<file path="src/rtl/sync_fifo_flags.sv">
// Single-clock FIFO with registered full/empty/almost flags, fill level and sticky error flags.
// Define SYNC_FIFO_FWFT_EN for first-word-fall-through reads; the default is a registered read.
module sync_fifo_flags #(
  parameter int DSIZE      = 8,
  parameter int ASIZE      = 4,
  parameter int AFULL_LVL  = 12,
  parameter int AEMPTY_LVL = 2
) (
  input  logic             clk,
  input  logic             rst,
  input  logic             winc,
  input  logic [DSIZE-1:0] wdata,
  output logic             wfull,
  output logic             awfull,
  input  logic             rinc,
  output logic [DSIZE-1:0] rdata,
  output logic             rempty,
  output logic             arempty,
  output logic [ASIZE:0]   level,
  output logic             overflow,
  output logic             underflow
);

  localparam int             DEPTH    = 1 << ASIZE;
  localparam logic [ASIZE:0] ONE      = (ASIZE+1)'(1);
  localparam logic [ASIZE:0] DEPTH_L  = (ASIZE+1)'(DEPTH);
  localparam logic [ASIZE:0] AFULL_L  = (ASIZE+1)'(AFULL_LVL);
  localparam logic [ASIZE:0] AEMPTY_L = (ASIZE+1)'(AEMPTY_LVL);

  logic [DEPTH-1:0][DSIZE-1:0] mem;
  logic [ASIZE:0]              wptr, rptr, level_next;
  logic                        we, re;

  // Accepts use the registered flags from the start of the cycle.
  assign we = winc & ~wfull;
  assign re = rinc & ~rempty;

  always_comb begin
    level_next = level;
    if (we && !re)      level_next = level + ONE;
    else if (re && !we) level_next = level - ONE;
  end

  // Storage is deliberately not reset.
  always_ff @(posedge clk) begin
    if (we) mem[wptr[ASIZE-1:0]] <= wdata;
  end

  always_ff @(posedge clk) begin
    if (rst) begin
      wptr      <= '0;
      rptr      <= '0;
      level     <= '0;
      wfull     <= 1'b0;
      awfull    <= 1'b0;
      rempty    <= 1'b1;
      arempty   <= 1'b1;
      overflow  <= 1'b0;
      underflow <= 1'b0;
    end else begin
      if (we) wptr <= wptr + ONE;
      if (re) rptr <= rptr + ONE;
      level     <= level_next;
      wfull     <= (level_next == DEPTH_L);
      awfull    <= (level_next >= AFULL_L);
      rempty    <= (level_next == '0);
      arempty   <= (level_next <= AEMPTY_L);
      overflow  <= overflow  | (winc & wfull);
      underflow <= underflow | (rinc & rempty);
    end
  end

`ifdef SYNC_FIFO_FWFT_EN
  // Head word is presented as soon as rempty drops; rinc pops it.
  assign rdata = mem[rptr[ASIZE-1:0]];
`else
  always_ff @(posedge clk) begin
    if (rst)     rdata <= '0;
    else if (re) rdata <= mem[rptr[ASIZE-1:0]];
  end
`endif

endmodule
</file>
<file path="config.mk">
export PLATFORM = sky130hd
export DESIGN_NAME = sync_fifo_flags
export DESIGN_NICKNAME = d
export VERILOG_FILES = /design/src/rtl/sync_fifo_flags.sv
export SDC_FILE = /design/constraint.sdc
export NUM_CORES = 1
export LEC_CHECK = 0
export BUFFER_PORTS_ARGS = -buffer_cell sky130_fd_sc_hd__buf_4
export CORE_MARGIN = 1
export CORE_UTILIZATION = 40
export DETAILED_ROUTE_END_ITERATION = 6
export PLACE_DENSITY = 0.66
export SYNTH_ARGS = -nofsm -noshare
export SYNTH_HDL_FRONTEND = slang
export SYNTH_SLANG_ARGS = --single-unit
</file>
<file path="constraint.sdc">
create_clock -name clk -period 2.8 [get_ports clk]
set_clock_uncertainty 0.1 [all_clocks]
set_input_delay 0.56 -clock clk [delete_from_list [all_inputs] [get_ports clk]]
set_output_delay 0.56 -clock clk [all_outputs]
set_load 0.01 [all_outputs]
</file>
==> metrics.md, run 1 <==
| Metric | Value |
|---|---|
| Dpl cells | `571` |
| Reg2reg path depth | `6` |
| Fin. max-slew vios | `0` |
| RSZ-0062 raised after global routing | `false` |
| DR vias | `3300` |
| Worst-margin pin slew | `0.681 ns` |
| CTS Buf Count | `17` |
| Leading cell types in the layout, fill and taps excluded | `edfxtp_1, buf_4, nor2_1, dfxtp_1, a21oi_1` |
| DRC Markers | `0` |
| Critical Path RT | `3.00 ns` |
| Routed WL | `12.2 mm` |
| Overall Global Routing Usage | `0.163` |
| Seq/Total Area, Yosys | `0.711` |
| Period utilization | `0.733` |
| GRT busiest layer | `met2` |
| Core area | `15100 µm²` |
| Synth area leader | `edfxtp_1` |
| Total Power | `5.26 mW` |
| DRT antenna net count | `0` |
| Worst-path clk slew | `0.06 ns` |
| Pre-CTS setup slack | `0.537 ns` |
| Worst R2R End | `rdata[5]` |
| Flops & latches, synth | `155` |
| Largest net degree at the start of global routing | `36` |
| P&R area growth vs syn | `16.4%` |
| Commonest non-fill, non-tap cell in the layout | `edfxtp_1` |
| Area of the die | `15900 µm²` |
| Switching power total | `1.22 mW` |
| Worst Setup End Kind | `flip-flop` |
| Gate power share | `0.107` |
| CTS tree | `yes` |
| WP data arrival | `2.25 ns` |
| Synthesized area | `6170 µm²` |
| Post-CTS Hold Buffers | `0` |
| Vias per cell | `5.47` |
| Avg Cell Area, Syn | `17.5 µm²` |
| Later-pin clock latency in the skew report | `0.42 ns` |
| Worst hold path class | `in -> reg` |
| Critical path fanouts, max | `35` |
| Port Buffers | `30` |
| Synth Net Count | `372` |
| First-pass DRT Iterations | `4` |
| First-pass GRT wire length | `18.5 mm` |
| Reg-to-Reg Start | `rptr[0]` |
| Clock share of power | `0.395` |
| Yosys top cell area share | `0.623` |
| Final setup viols | `0` |
| Routed WL per cell | `20.2 µm` |
| Initial antenna violation count | `0` |
| Final Hold Fails | `0` |
| Reg power frac | `0.498` |
| Clk sink count | `155` |
| Layout Nets | `421` |
| Hold depth | `3` |
| Startpoint of the worst hold path | `rinc` |
| Post-DP HPWL | `7.65 mm` |
| Worst Path Class, Setup | `reg -> reg` |
| Initial Util | `0.407` |
| Fin Hold WS | `0.289 ns` |
| Fraction of layout cells with a size suffix above 1 | `0.222` |
| Vias in the first global route | `3240` |
| Power Internal | `4.05 mW` |
| Hold EP | `underflow` |
| Met1 GRT Util | `0.215` |
| Met2 usage in global routing | `0.258` |
| Startpoint class of the critical path | `flip-flop` |
| Setup TNS | `0 ns` |
| Clk buf depth | `2` |
| Gp weighted congestion | `0.891` |
| R2R Setup Slk | `0.75 ns` |
| Area contributors post-synth | `edfxtp_1, dfxtp_1, mux4_1, mux4_2, nor2_1` |
| Status | `finished, final reports clean` |
| Die height | `126 µm` |
| Sw Share | `0.232` |
| Warnings from Yosys | `0` |
| Mapped Cells | `353` |
| Leakage | `2.43 nW` |
| IO Count | `31` |
| Std cell rows | `45` |
| GRT Residual Overflow | `0` |
| Max cap viols | `0` |
| Met3 GRT Util | `0.0518` |
| Final worst setup slack | `0.748 ns` |
| Peak supply drop | `0.393 mV` |
| Initial drt markers | `229` |
| Fin cells | `603` |
| Post-CTS resize count | `0` |
| PwrDens | `733 nW/µm²` |
| H-tree depth | `4` |
| Die width | `126 µm` |
| Max-slew headroom | `0.545` |
| Max Fclk | `487 MHz` |
| Clk root buf | `clkbuf_16` |
| N_diodes | `0` |
| Crit path time final | `2.05 ns` |
| Library cells used by synthesis | `35` |
| Post-CTS Setup Inserts | `0` |
## worst max-delay path, cell delays in order (launching register included)
cell and delay, ns:
dfxtp_2 0.34, buf_12 0.25, mux4_1 0.67, a22oi_1 0.25, a21oi_1 0.12, a21oi_1 0.14, nor2_1 0.05
## sequential cells by signal, indices dropped and copies added (netlist names)
name,count
arempty,1
wptr,4
level,5
mem,128
rptr,4
underflow,1
wfull,1
rdata,8
rempty,1
awfull,1
overflow,1
## area by class of cell
cell class                      instances  area (µm²)
Tap cell                              188         235
Inverter                                5        18.8
Clock inverter                         11        96.3
Timing Repair Buffer                   50         388
Fill cell                            1249        7970
Multi-Input combinational cell        173        1620
Sequential cell                       155        4390
Clock buffer                           21         440
## routing by layer
metal  up-vias  wire length, µm
li1       1491                -
met5         -                0
met2       118             5940
met3        12              896
met1      1679             5210
met4         0              146
## synthesized netlist by cell type
master and instances:
dfxtp_1 27, nand2_1 15, ha_1 7, and4_1 1, clkbuf_1 4, buf_2 3, edfxtp_1 128, a41o_1 2
nand2b_1 4, inv_1 5, buf_4 5, nand3_1 2, buf_6 5, a21oi_1 23, nor3_1 6, nor2_1 37
and2_1 1, mux2i_2 1, nand2_2 1, nor2b_1 5, or3_1 1, o22ai_1 1, xor2_1 5, xnor2_1 3
mux4_2 14, o22a_1 2, o21ai_0 1, a211oi_1 2, clkbuf_4 1, a32o_1 1, nand4_1 2, a22oi_1 17
mux4_1 18, o31ai_1 1, clkdlybuf4s25_2 2
## kinds of logic after synthesis
| group | count (synthesis) | synth area share |
|---|---|---|
| fa+ha+maj | 7 | 0.0142 |
| xor+xnor | 8 | 0.0114 |
| compound gates | 50 | 0.0525 |
| simple gates | 75 | 0.0537 |
| buf+inv | 25 | 0.0276 |
| flops | 155 | 0.711 |
| mux | 33 | 0.130 |
## power groups by stage
stage	Sequential (mW)	Clock, mW	Combinational (mW)
finish	2.62	2.08	0.564
global route	2.63	2.21	0.614
CTS	2.62	2.12	0.568
detailed placement	2.67	0	0.565
global placement	2.66	0	0.549
floorplan	2.67	0	0.365
## through the flow
| step | cell area (µm²) | util |
|---|---|---|
| 2_1_floorplan | 6170 | - |
| 3_3_place_gp | 6640 | 0.439 |
| 3_5_place_dp | 6640 | 0.439 |
| 4_1_cts | 7180 | 0.474 |
| 5_1_grt | 7180 | 0.474 |
| 6_report | 7180 | 0.474 |
## worst max-delay path by stage
stage               startpoint        to  slack (ns)  cells past startpoint
finish                 rptr[0]  rdata[5]        0.75                      6
global route           rptr[0]  rdata[4]        0.61                      6
CTS                    rptr[0]  rdata[5]        0.72                      6
detailed placement        rinc     wfull        0.54                      7
global placement          rinc     wfull        0.60                      7
floorplan                 winc   mem[24]        0.68                      4
No activity file was read; power rests on OpenSTA's default activity.
==> run 2, diff against run 1 <==
ABC_AREA = 1   (was not set)
clock period = 2 ns   (was 2.8 ns; I/O delays follow)
==> metrics.md, run 2 <==
| Metric | Value |
|---|---|
| Worst Setup EP | `wfull` |
| Reg2reg path depth | `9 (+3)` |
| Clk root buf | `clkbuf_16` |
| Yosys top cell area share | `0.583 (-0.0402)` |
| Synth top cells by count | `nand2_1, edfxtp_1, nand3_1, nor2_1, inv_1` |
| Period utilization | `0.824 (+0.0912)` |
| Status | `finished, final reports clean` |
| Area contributors post-synth | `edfxtp_1, nand2_1, dfxtp_1, nand3_1, nor2_1` |
| Total Power | `8.88 mW (+69%)` |
| Leading cell types in the layout, fill and taps excluded | `nand2_1, edfxtp_1, nand3_1, buf_4, nor2_1` |
| Area of the die | `17000 µm² (+6.8%)` |
| Initial Util | `0.412 (+0.00483)` |
| Final Cell Area | `7850 µm² (+9.3%)` |
| Routed WL per cell | `16.6 µm (-18%)` |
| N_diodes | `0 (unchanged)` |
| DRC Markers | `0 (unchanged)` |
| Met1 GRT Util | `0.269 (+0.0541)` |
| Critical-path top delay cell | `dfxtp_1` |
| Gp weighted congestion | `0.902 (+1.3%)` |
| Seq/Total Area, Yosys | `0.665 (-0.0458)` |
| Initial antenna violation count | `0 (unchanged)` |
| Fraction of layout cells with a size suffix above 1 | `0.148 (-0.0741)` |
| First-pass GRT wire length | `24.4 mm (+32%)` |
| DR vias | `4786 (+45%)` |
| WP data arrival | `1.91 ns (-0.34 ns)` |
| Fin cells | `934 (+55%)` |
| GRT busiest layer | `met2` |
| First-pass DRT Iterations | `5 (+1)` |
| Max Fclk | `607 MHz (+25%)` |
| Critical Path Source | `level[0]` |
| Avg Cell Area, Syn | `10.0 µm² (-43%)` |
| Max reg flops | `128 (unchanged)` |
| Post-CTS Setup Inserts | `0 (unchanged)` |
| Vias in the first global route | `4505 (+39%)` |
| Die height | `130 µm (+3.3%)` |
| Peak supply drop | `0.766 mV (+95%)` |
| Crit path time final | `1.65 ns (-0.404 ns)` |
| Crit path depth | `9 (+3)` |
| Critical path fanouts, max | `7 (-80%)` |
| Mapped Cells | `657 (+86%)` |
| P&R area growth vs syn | `19.0%` |
| Core area | `16000 µm² (+5.6%)` |
| Clk sink count | `155 (unchanged)` |
| IO Count | `31 (unchanged)` |
| Post-DP HPWL | `9.97 mm (+30%)` |
| H-tree depth | `4 (unchanged)` |
| CTS Buf Count | `17 (unchanged)` |
| Layout Nets | `724 (+72%)` |
| Synthesized area | `6600 µm² (+6.9%)` |
| Vias per cell | `5.12 (-6.4%)` |
| Routed WL | `15.5 mm (+28%)` |
| Dpl cells | `902 (+58%)` |
| RSZ-0062 raised after global routing | `false` |
| Met2 usage in global routing | `0.303 (+0.0442)` |
| Flops & latches, synth | `155 (unchanged)` |
| PwrDens | `1130 nW/µm² (+54%)` |
| Most instantiated library cell after synthesis | `nand2_1` |
| Post-CTS resize count | `0 (unchanged)` |
| Number of flops mapped to enable cells by yosys | `128 (unchanged)` |
| Commonest non-fill, non-tap cell in the layout | `nand2_1` |
| Synth Net Count | `676 (+82%)` |
| Worst Path Class, Setup | `reg -> reg` |
| Later-pin clock latency in the skew report | `0.43 ns (about the same)` |
| Worst path top cell family by delay | `simple AND/OR/NAND/NOR gates` |
| Worst hold path class | `in -> reg` |
| Top cell by count, worst path | `nand2_1` |
| Worst Setup End Kind | `flip-flop` |
| Max-slew headroom | `0.682 (+0.137)` |
| Synth area leader | `edfxtp_1` |
| Worst-margin pin slew | `0.476 ns (-0.205 ns)` |
| Critical-path cell list | `inv_1 > ha_1 > inv_1 > nand2_1 > nand2_1 > nand2_1 > nor2_1 > nand2_1 > nor2_1` |
| Clk buf depth | `2 (unchanged)` |
| Critical Path RT | `2.26 ns (-0.74 ns)` |
| Final setup viols | `0 (unchanged)` |
| Reg-to-Reg Start | `level[0]` |
| Leakage | `3.19 nW (+31%)` |
| Initial drt markers | `628 (+170%)` |
| Prevailing post-synth register cell | `edfxtp_1` |
| DRT antenna net count | `0 (unchanged)` |
| Port Buffers | `30 (unchanged)` |
| Std cell rows | `46 (+2.2%)` |
| Fin. max-slew vios | `0 (unchanged)` |
| Post-synth ARST share | `0 (unchanged)` |
| Final Hold Fails | `0 (unchanged)` |
| Library cells used by synthesis | `27 (-23%)` |
| Die width | `130 µm (+3.3%)` |
| Setup TNS | `0 ns (unchanged)` |
| Startpoint class of the critical path | `flip-flop` |
| Placed cell areas | `7130 µm² (+7.3%)` |
| Crit-path max cell delay | `0.46 ns (-0.21 ns)` |
| Worst R2R End | `wfull` |
| Worst-path clk slew | `0.06 ns (about the same)` |
| Buf+Inv Stages, Crit Path | `2 (+1)` |
| Met3 GRT Util | `0.0521 (+0.000291)` |
| Overall Global Routing Usage | `0.199 (+0.0361)` |
| GRT Residual Overflow | `0 (unchanged)` |
| R2R Setup Slk | `0.35 ns (-0.40 ns)` |
| Post-CTS Hold Buffers | `0 (unchanged)` |
| CTS tree | `yes` |
| Warnings from Yosys | `0 (unchanged)` |
| Max cap viols | `0 (unchanged)` |
| Largest net degree at the start of global routing | `67 (+86%)` |
[run 2: cell types whose count changed after synthesis, moves of 7 or more]
cell | before | now
nand2_1 | 15 | 269
nand3_1 | 2 | 79
inv_1 | 5 | 33
mux4_1 | 18 | 0
a22oi_1 | 17 | 0
mux4_2 | 14 | 0
a21oi_1 | 23 | 11
nor2_1 | 37 | 45
buf_2 | 3 | 10
inv_2 | 0 | 7
[run 2: area by class of cell]
cell class	count	area, µm²
clock inverters	15	294
clock buffers	17	425
flip-flops and latches	155	4390
fillers	1478	8150
multi-input cells	436	1900
repair buffers	54	418
inverters	41	154
well taps	216	270
[run 2: how the worst min path moves through the flow]
stage               startpoint   endpoint  cells past startpoint
floorplan              wptr[2]    wptr[2]                      2
global placement     underflow  underflow                      2
detailed placement    overflow   overflow                      2
CTS                       winc   overflow                      3
global route              winc   overflow                      3
finish                    winc   overflow                      3
[run 2: worst register-to-register path: stages, from the launching register on]
cell and delay, ns:
dfxtp_1 0.46, inv_1 0.10, ha_1 0.31, inv_1 0.06, nand2_1 0.05, nand2_1 0.08
nand2_1 0.08, nor2_1 0.16, nand2_1 0.08, nor2_1 0.10
[run 2: where the power goes]
group / total [mW] / internal (mW) / switching [mW]
combinational: 1.26 / 0.433 / 0.827
sequential: 3.73 / 3.62 / 0.108
clock: 3.89 / 2.59 / 1.30
total: 8.88 / 6.65 / 2.23
[run 2: stage by stage]
step / utilization / hold WS (ns) / worst slack, ns
2_1_floorplan: - / 0.378 / 0.393
3_3_place_gp: 0.446 / 0.351 / 0.371
3_5_place_dp: 0.446 / 0.370 / 0.353
4_1_cts: 0.491 / 0.124 / 0.342
5_1_grt: 0.491 / 0.128 / 0.168
6_report: 0.491 / 0.140 / 0.352
[run 2: logic make-up after synthesis]
group | Yosys count | share of synthesized area
adders and majority gates | 7 | 0.0133
DFF | 155 | 0.665
and+or+nand+nor | 412 | 0.262
AOI/OAI and AO/OA | 17 | 0.0135
buffers and inverters | 66 | 0.0469
[run 2: per-layer routing]
metal | up-vias | share of wire
li1 | 2263 | -
met1 | 2310 | 0.43
met2 | 185 | 0.47
met3 | 28 | 0.079
met4 | 0 | 0.026
met5 | - | 0
==> run 3, diff against run 2 <==
clock period = 1.55 ns   (was 2 ns; I/O delays follow)
==> metrics.md, run 3 (synthesized netlist as in run 2, its figures left out) <==
| Metric | Value |
|---|---|
| Leading cell types in the layout, fill and taps excluded | `nand2_1, edfxtp_1, nand3_1, buf_4, nor2_1` |
| Port Buffers | `30 (unchanged)` |
| Status | `finished, final reports clean` |
| Clk root buf | `clkbuf_16` |
| CTS tree | `yes` |
| Initial drt markers | `382 (-39%)` |
| Vias in the first global route | `4742 (+5.3%)` |
| Area of the die | `17000 µm² (unchanged)` |
| Leakage | `3.32 nW (+3.8%)` |
| RSZ-0062 raised after global routing | `true` |
| Final setup viols | `0 (unchanged)` |
| CTS Buf Count | `17 (unchanged)` |
| Layout Nets | `736 (+1.7%)` |
| Worst Path Class, Setup | `reg -> reg` |
| H-tree depth | `4 (unchanged)` |
| Worst-path clk slew | `0.06 ns (about the same)` |
| Hold depth | `3 (unchanged)` |
| Overall Global Routing Usage | `0.199 (-0.000859)` |
| Buf+Inv Stages, Crit Path | `4 (+2)` |
| Crit path time final | `1.53 ns (-0.123 ns)` |
| Crit-path max cell delay | `0.43 ns (-0.03 ns)` |
| Fin. max-slew vios | `0 (unchanged)` |
| Initial Util | `0.412 (unchanged)` |
| DR vias | `4736 (-1.0%)` |
| Largest net degree at the start of global routing | `43 (-36%)` |
| R2R Setup Slk | `0.02 ns (-0.33 ns)` |
| Critical-path cell list | `inv_6 > buf_12 > nand2_1 > nand2_1 > nand2_2 > nand2_2 > inv_1 > nand2_1 > nand2_1 > nand3_1 > nand2_1 > inv_1` |
| Worst Setup End Kind | `flip-flop` |
| Worst-margin pin slew | `0.322 ns (-0.154 ns)` |
| Max cap viols | `0 (unchanged)` |
| Post-DP HPWL | `10.5 mm (+4.8%)` |
| Clk sink count | `155 (unchanged)` |
| First-pass GRT wire length | `24.6 mm (+0.51%)` |
| Routed WL | `16.1 mm (+3.7%)` |
| Critical path fanouts, max | `10 (+3)` |
| N_diodes | `0 (unchanged)` |
| Hold EP | `overflow` |
| Max reg flops | `128 (unchanged)` |
| Max-slew headroom | `0.784 (+0.102)` |
| IO Count | `31 (unchanged)` |
| Critical-path top delay cell | `dfxtp_4` |
| Pre-CTS setup slack | `-0.0374 ns (-0.390 ns)` |
| Worst hold path class | `in -> reg` |
| Vias per cell | `5.01 (-2.3%)` |
| Later-pin clock latency in the skew report | `0.43 ns (about the same)` |
| First-pass DRT Iterations | `5 (unchanged)` |
| FILL cells | `1421 (-3.9%)` |
| Critical Path RT | `1.77 ns (-0.49 ns)` |
| DRT antenna net count | `0 (unchanged)` |
| Die width | `130 µm (unchanged)` |
| P&R area growth vs syn | `23.4%` |
| Die height | `130 µm (unchanged)` |
| Setup TNS | `0 ns (unchanged)` |
| Fin Hold WS | `0.0443 ns (-0.0954 ns)` |
| Max Fclk | `656 MHz (+8.1%)` |
| Total Power | `10.7 mW (+21%)` |
| Final worst setup slack | `0.0250 ns (-0.327 ns)` |
| Initial antenna violation count | `0 (unchanged)` |
| PwrDens | `1320 nW/µm² (+16%)` |
| Routed WL per cell | `17.0 µm (+2.4%)` |
| GRT Residual Overflow | `0 (unchanged)` |
| Startpoint class of the critical path | `flip-flop` |
| Period utilization | `0.984 (+0.160)` |
| Std cell rows | `46 (unchanged)` |
| Final Hold Fails | `0 (unchanged)` |
| Reg2reg path depth | `12 (+3)` |
| Startpoint of the worst hold path | `winc` |
| Commonest non-fill, non-tap cell in the layout | `nand2_1` |
| Fraction of layout cells with a size suffix above 1 | `0.248 (+0.100)` |
| Gp weighted congestion | `0.935 (+3.6%)` |
| Worst R2R End | `rdata[5]` |
| Clk buf depth | `2 (unchanged)` |
| Worst path top cell family by delay | `simple AND/OR/NAND/NOR gates` |
| Core area | `16000 µm² (unchanged)` |
| Top cell by count, worst path | `nand2_1` |
| WP data arrival | `1.75 ns (-0.16 ns)` |
| Reg-to-Reg Start | `rptr[0]` |
| DRC Markers | `0 (unchanged)` |
| Peak supply drop | `1.09 mV (+42%)` |
## run 3: changes by cell type in the layout (fill, tap and decap cells not counted), moves of 5 or more
cell / delta
buf_12: +5
bufinv_16: -7
dfxtp_1: -8
dfxtp_2: +5
nand2_1: -19
nand2_2: +19
nand3_1: -23
nand3_2: +21
nor2_1: -12
nor2_2: +12
## run 3: area by class of cell
class	instances	area [µm²]	share of cell area
Inverter	41	161	0.0198
Sequential cell	155	4400	0.541
Clock buffer	22	465	0.0572
Multi-Input combinational cell	436	2110	0.259
Clock inverter	10	93.8	0.0115
Timing Repair Buffer	66	634	0.0779
Tap cell	216	270	0.0332
## run 3: report_power, final
part	switching (mW)	leakage [nW]	internal (mW)
Sequential	0.135	1.38	4.68
Clock	1.62	0.278	2.31
Combinational	1.22	1.66	0.760
Total	2.97	3.32	7.75
## run 3: routing by layer
| metal | vias up | share of wire | track usage | routed length [µm] |
|---|---|---|---|---|
| met5 | - | 0 | 0 | 0 |
| met4 | 0 | 0.024 | 0.0622 | 392 |
| met3 | 29 | 0.073 | 0.0480 | 1170 |
| met2 | 153 | 0.47 | 0.319 | 7520 |
| met1 | 2268 | 0.44 | 0.266 | 7030 |
| li1 | 2286 | - | - | - |
## run 3: stage by stage
| stage | cells | area (µm²) | util |
|---|---|---|---|
| floorplan | 657 | 6620 | - |
| global placement | 911 | 7280 | 0.455 |
| detailed placement | 911 | 7280 | 0.455 |
| CTS | 943 | 7850 | 0.490 |
| global route | 946 | 8140 | 0.509 |
| finish | 946 | 8140 | 0.509 |
## run 3: worst max path at each step
stage                     startpoint        to  slack, ns  depth (start not counted)
after global routing         rptr[0]  rdata[5]      -0.12                         12
after CTS                    wptr[0]  mem[126]      0.002                          6
after detailed placement        winc  mem[119]      -0.04                          6
after floorplan                wfull   mem[24]      -0.06                          5
final                        rptr[0]  rdata[5]       0.02                         12
after global placement          winc  mem[112]      -0.02                          6
## run 3: timing repair
| action | 4_1_cts | 5_1_grt |
|---|---|---|
| setup buffers | 0 | 0 |
| hold buffers | 0 | 0 |
| gates cloned | 0 | 3 |
| resized for setup | 4 | 65 |
| setup endpoints to repair | 23 | 79 |
| pin swaps | 0 | 5 |
## run 3: worst min-delay path, delay by kind of cell
family                 cells  cell delay, ns
AND/OR/NAND/NOR            1            0.07
AO/OA/AOI/OAI              1            0.05
buffers and inverters      1            0.10
